`config.mk`:
```
export PLATFORM = sky130hd
export DESIGN_NAME = executor_rega
export DESIGN_NICKNAME = d
export VERILOG_FILES = /design/src/rtl/executor_rega.sv
export SDC_FILE = /design/constraint.sdc
export NUM_CORES = 1
export LEC_CHECK = 0
export BUFFER_PORTS_ARGS = -buffer_cell sky130_fd_sc_hd__buf_2
export CAP_MARGIN = 40
export CELL_PAD_IN_SITES_DETAIL_PLACEMENT = 0
export CELL_PAD_IN_SITES_GLOBAL_PLACEMENT = 1
export CORE_MARGIN = 10
export CORE_UTILIZATION = 40
export CTS_CLUSTER_SIZE = 20
export DETAILED_ROUTE_END_ITERATION = 8
export PLACE_DENSITY_LB_ADDON = 0.1
export SYNTH_ARGS = -nofsm -noshare
export SYNTH_HDL_FRONTEND = slang
export SYNTH_SLANG_ARGS = --single-unit
export TNS_END_PERCENT = 100
```
`constraint.sdc`:
```
create_clock -name clk -period 2.1 [get_ports clk]
set_input_delay 0.105 -clock clk [delete_from_list [all_inputs] [get_ports clk]]
set_output_delay 0.105 -clock clk [all_outputs]
set_load 0.01 [all_outputs]
```
`src/rtl/executor_rega.sv`:
```
// executor_rega: irrigation valve sequencer (open/settle/irrigate/close); define PAUSA_NIVEL_EN to pause instead of cancel on tank drop
module executor_rega #(
  parameter int T_ABRE  = 4,
  parameter int T_ASP   = 200,
  parameter int T_GOT   = 600,
  parameter int T_FECHA = 4,
  parameter int W       = 16
) (
  input  logic       clk,
  input  logic       reset,
  input  logic [1:0] rega,
  input  logic       erro,
  input  logic [1:0] mef1,
  output logic       valv_asp,
  output logic       valv_got,
  output logic       ocupado,
  output logic       concluido,
  output logic       alarme,
  output logic [1:0] modo
);
  localparam logic [2:0] OCIOSO   = 3'd0;
  localparam logic [2:0] ABRINDO  = 3'd1;
  localparam logic [2:0] REGANDO  = 3'd2;
  localparam logic [2:0] FECHANDO = 3'd3;
  localparam logic [2:0] FALHA    = 3'd4;
  localparam logic [W-1:0] LD_ABRE  = W'(T_ABRE - 1);
  localparam logic [W-1:0] LD_ASP   = W'(T_ASP - 1);
  localparam logic [W-1:0] LD_GOT   = W'(T_GOT - 1);
  localparam logic [W-1:0] LD_FECHA = W'(T_FECHA - 1);
  logic [2:0] st, ns;
  logic [W-1:0] cnt, cnt_n, dec;
  logic [1:0] modo_n;
  logic canc, canc_n, pausa, valv, zero, tank, start;
  assign zero  = cnt == '0;
  assign dec   = zero ? '0 : cnt - 1'b1;
  assign tank  = mef1 != 2'b11;
  assign start = (rega == 2'b10 || rega == 2'b01) && !erro && !tank;
  always_comb begin
    ns     = st;
    cnt_n  = dec;
    modo_n = modo;
    canc_n = canc;
    pausa  = 1'b0;
    case (st)
      OCIOSO: begin
        cnt_n = '0;
        if (start) begin
          ns     = ABRINDO;
          cnt_n  = LD_ABRE;
          modo_n = rega;
          canc_n = 1'b0;
        end
      end
      ABRINDO:
        if (erro) ns = FALHA;
        else if (rega == 2'b00 || tank) begin
          ns     = FECHANDO;
          cnt_n  = LD_FECHA;
          canc_n = 1'b1;
        end else if (zero) begin
          ns    = REGANDO;
          cnt_n = modo == 2'b10 ? LD_ASP : LD_GOT;
        end
      REGANDO:
        if (erro) ns = FALHA;
        else if (rega == 2'b00) begin
          ns     = FECHANDO;
          cnt_n  = LD_FECHA;
          canc_n = 1'b1;
        end else if (tank) begin
`ifdef PAUSA_NIVEL_EN
          pausa = 1'b1;
          cnt_n = cnt;
`else
          ns     = FECHANDO;
          cnt_n  = LD_FECHA;
          canc_n = 1'b1;
`endif
        end else if (zero) begin
          ns    = FECHANDO;
          cnt_n = LD_FECHA;
        end
      FECHANDO:
        if (zero) ns = OCIOSO;
      FALHA: begin
        cnt_n = '0;
        if (!erro && rega == 2'b00) ns = OCIOSO;
      end
      default: ns = OCIOSO;
    endcase
    if (ns == OCIOSO) modo_n = 2'b00;
  end
  assign valv = (ns == ABRINDO || ns == REGANDO) && !pausa;
  // outputs are decoded from next-state so every output is a flop
  always_ff @(posedge clk or negedge reset) begin
    if (!reset) begin
      st        <= OCIOSO;
      cnt       <= '0;
      modo      <= 2'b00;
      canc      <= 1'b0;
      valv_asp  <= 1'b0;
      valv_got  <= 1'b0;
      ocupado   <= 1'b0;
      concluido <= 1'b0;
      alarme    <= 1'b0;
    end else begin
      st        <= ns;
      cnt       <= cnt_n;
      modo      <= modo_n;
      canc      <= canc_n;
      valv_asp  <= valv && modo_n == 2'b10;
      valv_got  <= valv && modo_n == 2'b01;
      ocupado   <= ns != OCIOSO;
      concluido <= st == FECHANDO && ns == OCIOSO && !canc;
      alarme    <= ns == FALHA;
    end
  end
endmodule

```
==> flow_metrics.py <==
metrics = {
    "run_status": {
        "status": "finished, final reports clean",
    },
    "routing": {
        "ant_nets": 0,
        "vias": 1375,
        "wirelength_mm": 3.70,
        "post_drt_wl_per_cell_um": 14.3,
        "drt-initial-drc-count": 45,
        "drc_errors": 0,
        "first_pass_iters": 4,
        "vias_per_cell": 5.31,
    },
    "critical_path": {
        "r2r-start": "cnt[3]",
        "cp_max_fo": 5,
        "path_cells": "nor4_4 > nand3b_4 > or4_4 > a31o_1 > a32oi_2 > a21oi_1",
        "crit_family": "simple AND/OR/NAND/NOR gates",
        "cp-end-kind": "flop",
        "r2r_slack_ps": 50,
        "cpPeakStageDelay_ps": 540,
        "worstSetupPathType": "reg -> reg",
        "ff2ff_path_depth": 6,
        "path_buf_inv": 0,
        "timing.rr.end": "valv_got",
        "worst_setup_path_start_kind": "flop",
        "cp_slowest_cell": "or4_4",
        "required_ps": 2260,
        "cp_data_arrival_time_ps": 2200,
    },
    "floorplanning": {
        "io_pins": 14,
        "start_util_pct": 42.2,
        "core-area_sq_um": 3740,
        "die_h_um": 82.9,
        "fp.dieW_um": 82.9,
        "row_count": 22,
        "dieArea_sq_um": 6860,
    },
    "power": {
        "cellInternalPower_w": 0.00215,
        "power_frac_comb_pct": 70.3,
        "sequentialPowerShare_pct": 21.9,
        "ir_drop_uv": 894,
        "p_per_area_nw_per_um2": 1880,
        "totalPowerFinal_w": 0.00372,
        "power.leakage_nw": 0.926,
        "clkPwrFrac_pct": 7.8,
        "p_sw_share_pct": 42.2,
        "switchingPower_w": 0.00157,
    },
    "global_routing": {
        "grt_use_met1_pct": 11.2,
        "grt_pass1_vias": 1345,
        "grt_usage_pct": 10.3,
        "grt.met3_usage_pct": 2.44,
        "antenna_found_initial": 0,
        "grt_overflow_total": 0,
        "grt_max_degree": 28,
        "top_usage_layer": "met2",
        "use_met2_pct": 18.9,
        "grt_pass1_wl_mm": 6.09,
    },
    "cts": {
        "ctsHtreeMaxLevel": 1,
        "clk_pin_slew_ps": 90,
        "clock_sinks": 27,
        "clock_path_buffers": 2,
        "cts_tree": "built",
        "clk_latency_ps": 270,
        "clock-root-buffer": "clkbuf_8",
        "numCtsBuffers": 3,
    },
    "cells_and_area": {
        "fin_nets": 221,
        "fillCellCount": 365,
        "most-common-layout-cells": "nor2_1, dfrtp_1, buf_4",
        "drive_gt1_share_pct": 26.5,
        "layout_commonest_cell": "nor2_1",
        "antennaDiodeCount": 0,
        "syn_to_final_growth_pct": 24.9,
        "final_core_util_pct": 52.7,
    },
    "timing": {
        "max-slew-margin-rel_pct": 59.0,
        "finalCriticalPeriod_ps": 2050,
        "clock_skew_ps": 3.19,
        "holdWs_ps": 96.1,
        "max_freq_ghz": 0.488,
        "finalHoldViolCount": 0,
        "fin_crit_sh_pct": 97.5,
        "rsz0062_at_grt": "true",
        "setup_viol": 0,
        "slew_viol_final": 0,
        "worstMarginPinSlew_ps": 615,
    },
    "run": {
        "maxCapViolations": 0,
    },
    "yosys": {
        "yosysWarnings": 0,
        "synth_area_sq_um": 1580,
        "syn_nets": 184,
        "netlist.top_cell.by_area": "dfrtp_1",
        "ys_ff_latch": 27,
        "syn_inst": 175,
        "avgSynthCellArea_sq_um": 9.03,
        "yosysTopAreaCellShare_pct": 42.8,
        "netlist_top_cells_area": "dfrtp_1, nor2_1, xnor2_1, nor3_1, nand2_1",
        "synth_seq_area_share_pct": 42.8,
        "yosysUniqueCellTypes": 43,
    },
    "min_path": {
        "min_delay_path_depth": 3,
        "holdPathEnd": "modo[1]",
        "hold_class": "in -> reg",
        "min-delay-start": "rega[1]",
    },
    "placed_design": {
        "io_buffers": 13,
        "gp_congestion": 0.875,
        "hpwl_mm": 2.80,
    },
}
[cell families after synthesis]
group | synth area share (%)
multiplexers | 1.90
AO/OA/AOI/OAI | 11.1
adder cells (fa/ha/maj) | 2.22
AND/OR/NAND/NOR | 30.5
XOR/XNOR | 7.76
buffers and inverters | 3.80
flip-flops | 42.8
[flip-flops by register name (all words and copies together), names as in the netlist]
signal and cells:
alarme 1, canc 1, cnt 16, concluido 1, modo 2, ocupado 1
st 3, valv_asp 1, valv_got 1
[metal layers]
layer  wire (um)  up-vias
met5           0        -
met4          85        0
met3          78        8
met2        2000       13
met1        1540      676
li1            -      678
[worst max-delay path by stage]
stage,slack (ps),cells after the start,to,startpoint
after global routing,-50,6,valv_asp,cnt[3]
after detailed placement,-10,6,valv_asp,cnt[12]
after global placement,10,9,concluido,cnt[9]
final,50,6,valv_got,cnt[3]
after floorplan,-5,7,valv_asp,cnt[2]
after CTS,10,8,concluido,cnt[5]
[synthesized netlist by cell type (all sizes together)]
library cell,instances
a32oi,1
o21bai,1
nor2b,2
or3b,1
xnor2,10
ha,2
xor2,4
mux2i,3
nand2b,3
a31oi,3
and2,3
clkbuf,5
nor3,13
nor4,4
a21oi,7
a2bb2oi,1
or3,1
a21boi,3
inv,8
nand3b,4
maj3,1
buf,1
nor3b,1
and3b,1
nor4b,1
nand2,13
o22ai,3
nand4b,1
or4,2
dfrtp,27
nand3,5
nor2,29
o21ai,7
o21a,1
a31o,1
nand4,2
[cell type report]
type	count	area (sq um)	area share [%]
Timing Repair Buffer	38	259	13.1
Inverter	8	30.0	1.52
Multi-Input combinational cell	134	903	45.8
Sequential cell	27	677	34.3
Clock buffer	4	45.0	2.28
Tap cell	48	60.1	3.04
[what timing repair did]
action	in CTS	in global routing
cloned	0	0
setup endpoints to repair	2	6
pin swaps	0	7
resized for setup	1	10
hold buffers	1	0
buffers inserted	0	4
endpoints found under the hold margin	27	0
[metrics by stage]
step / TNS, ps / setup WS (ps) / cells / cell area [sq um]
floorplan: -4.57 / -4.57 / 175 / 1580
global placement: 0 / 14.2 / 250 / 1830
detailed placement: -13.6 / -10.9 / 250 / 1830
CTS: 0 / 13.6 / 255 / 1890
global route: -105 / -46.9 / 259 / 1970
finish: 0 / 52.5 / 259 / 1970
[worst reg2reg max path: stages (launching register included)]
cell and delay [ps]:
dfrtp_2 440, nor4_4 340, nand3b_4 120, or4_4 540, a31o_1 210, a32oi_2 220
a21oi_1 70
[power groups by stage]
| stage | Sequential, W | Clock, W | Combinational (W) |
|---|---|---|---|
| 2_1_floorplan | 0.000775 | 0 | 0.00163 |
| 6_report | 0.000812 | 0.000292 | 0.00261 |
| 3_5_place_dp | 0.000804 | 0 | 0.00230 |
| 5_1_grt | 0.000835 | 0.000327 | 0.00287 |
| 4_1_cts | 0.000800 | 0.000304 | 0.00233 |
| 3_3_place_gp | 0.000802 | 0 | 0.00231 |
Note: power is estimated with default switching activity, not from simulation.
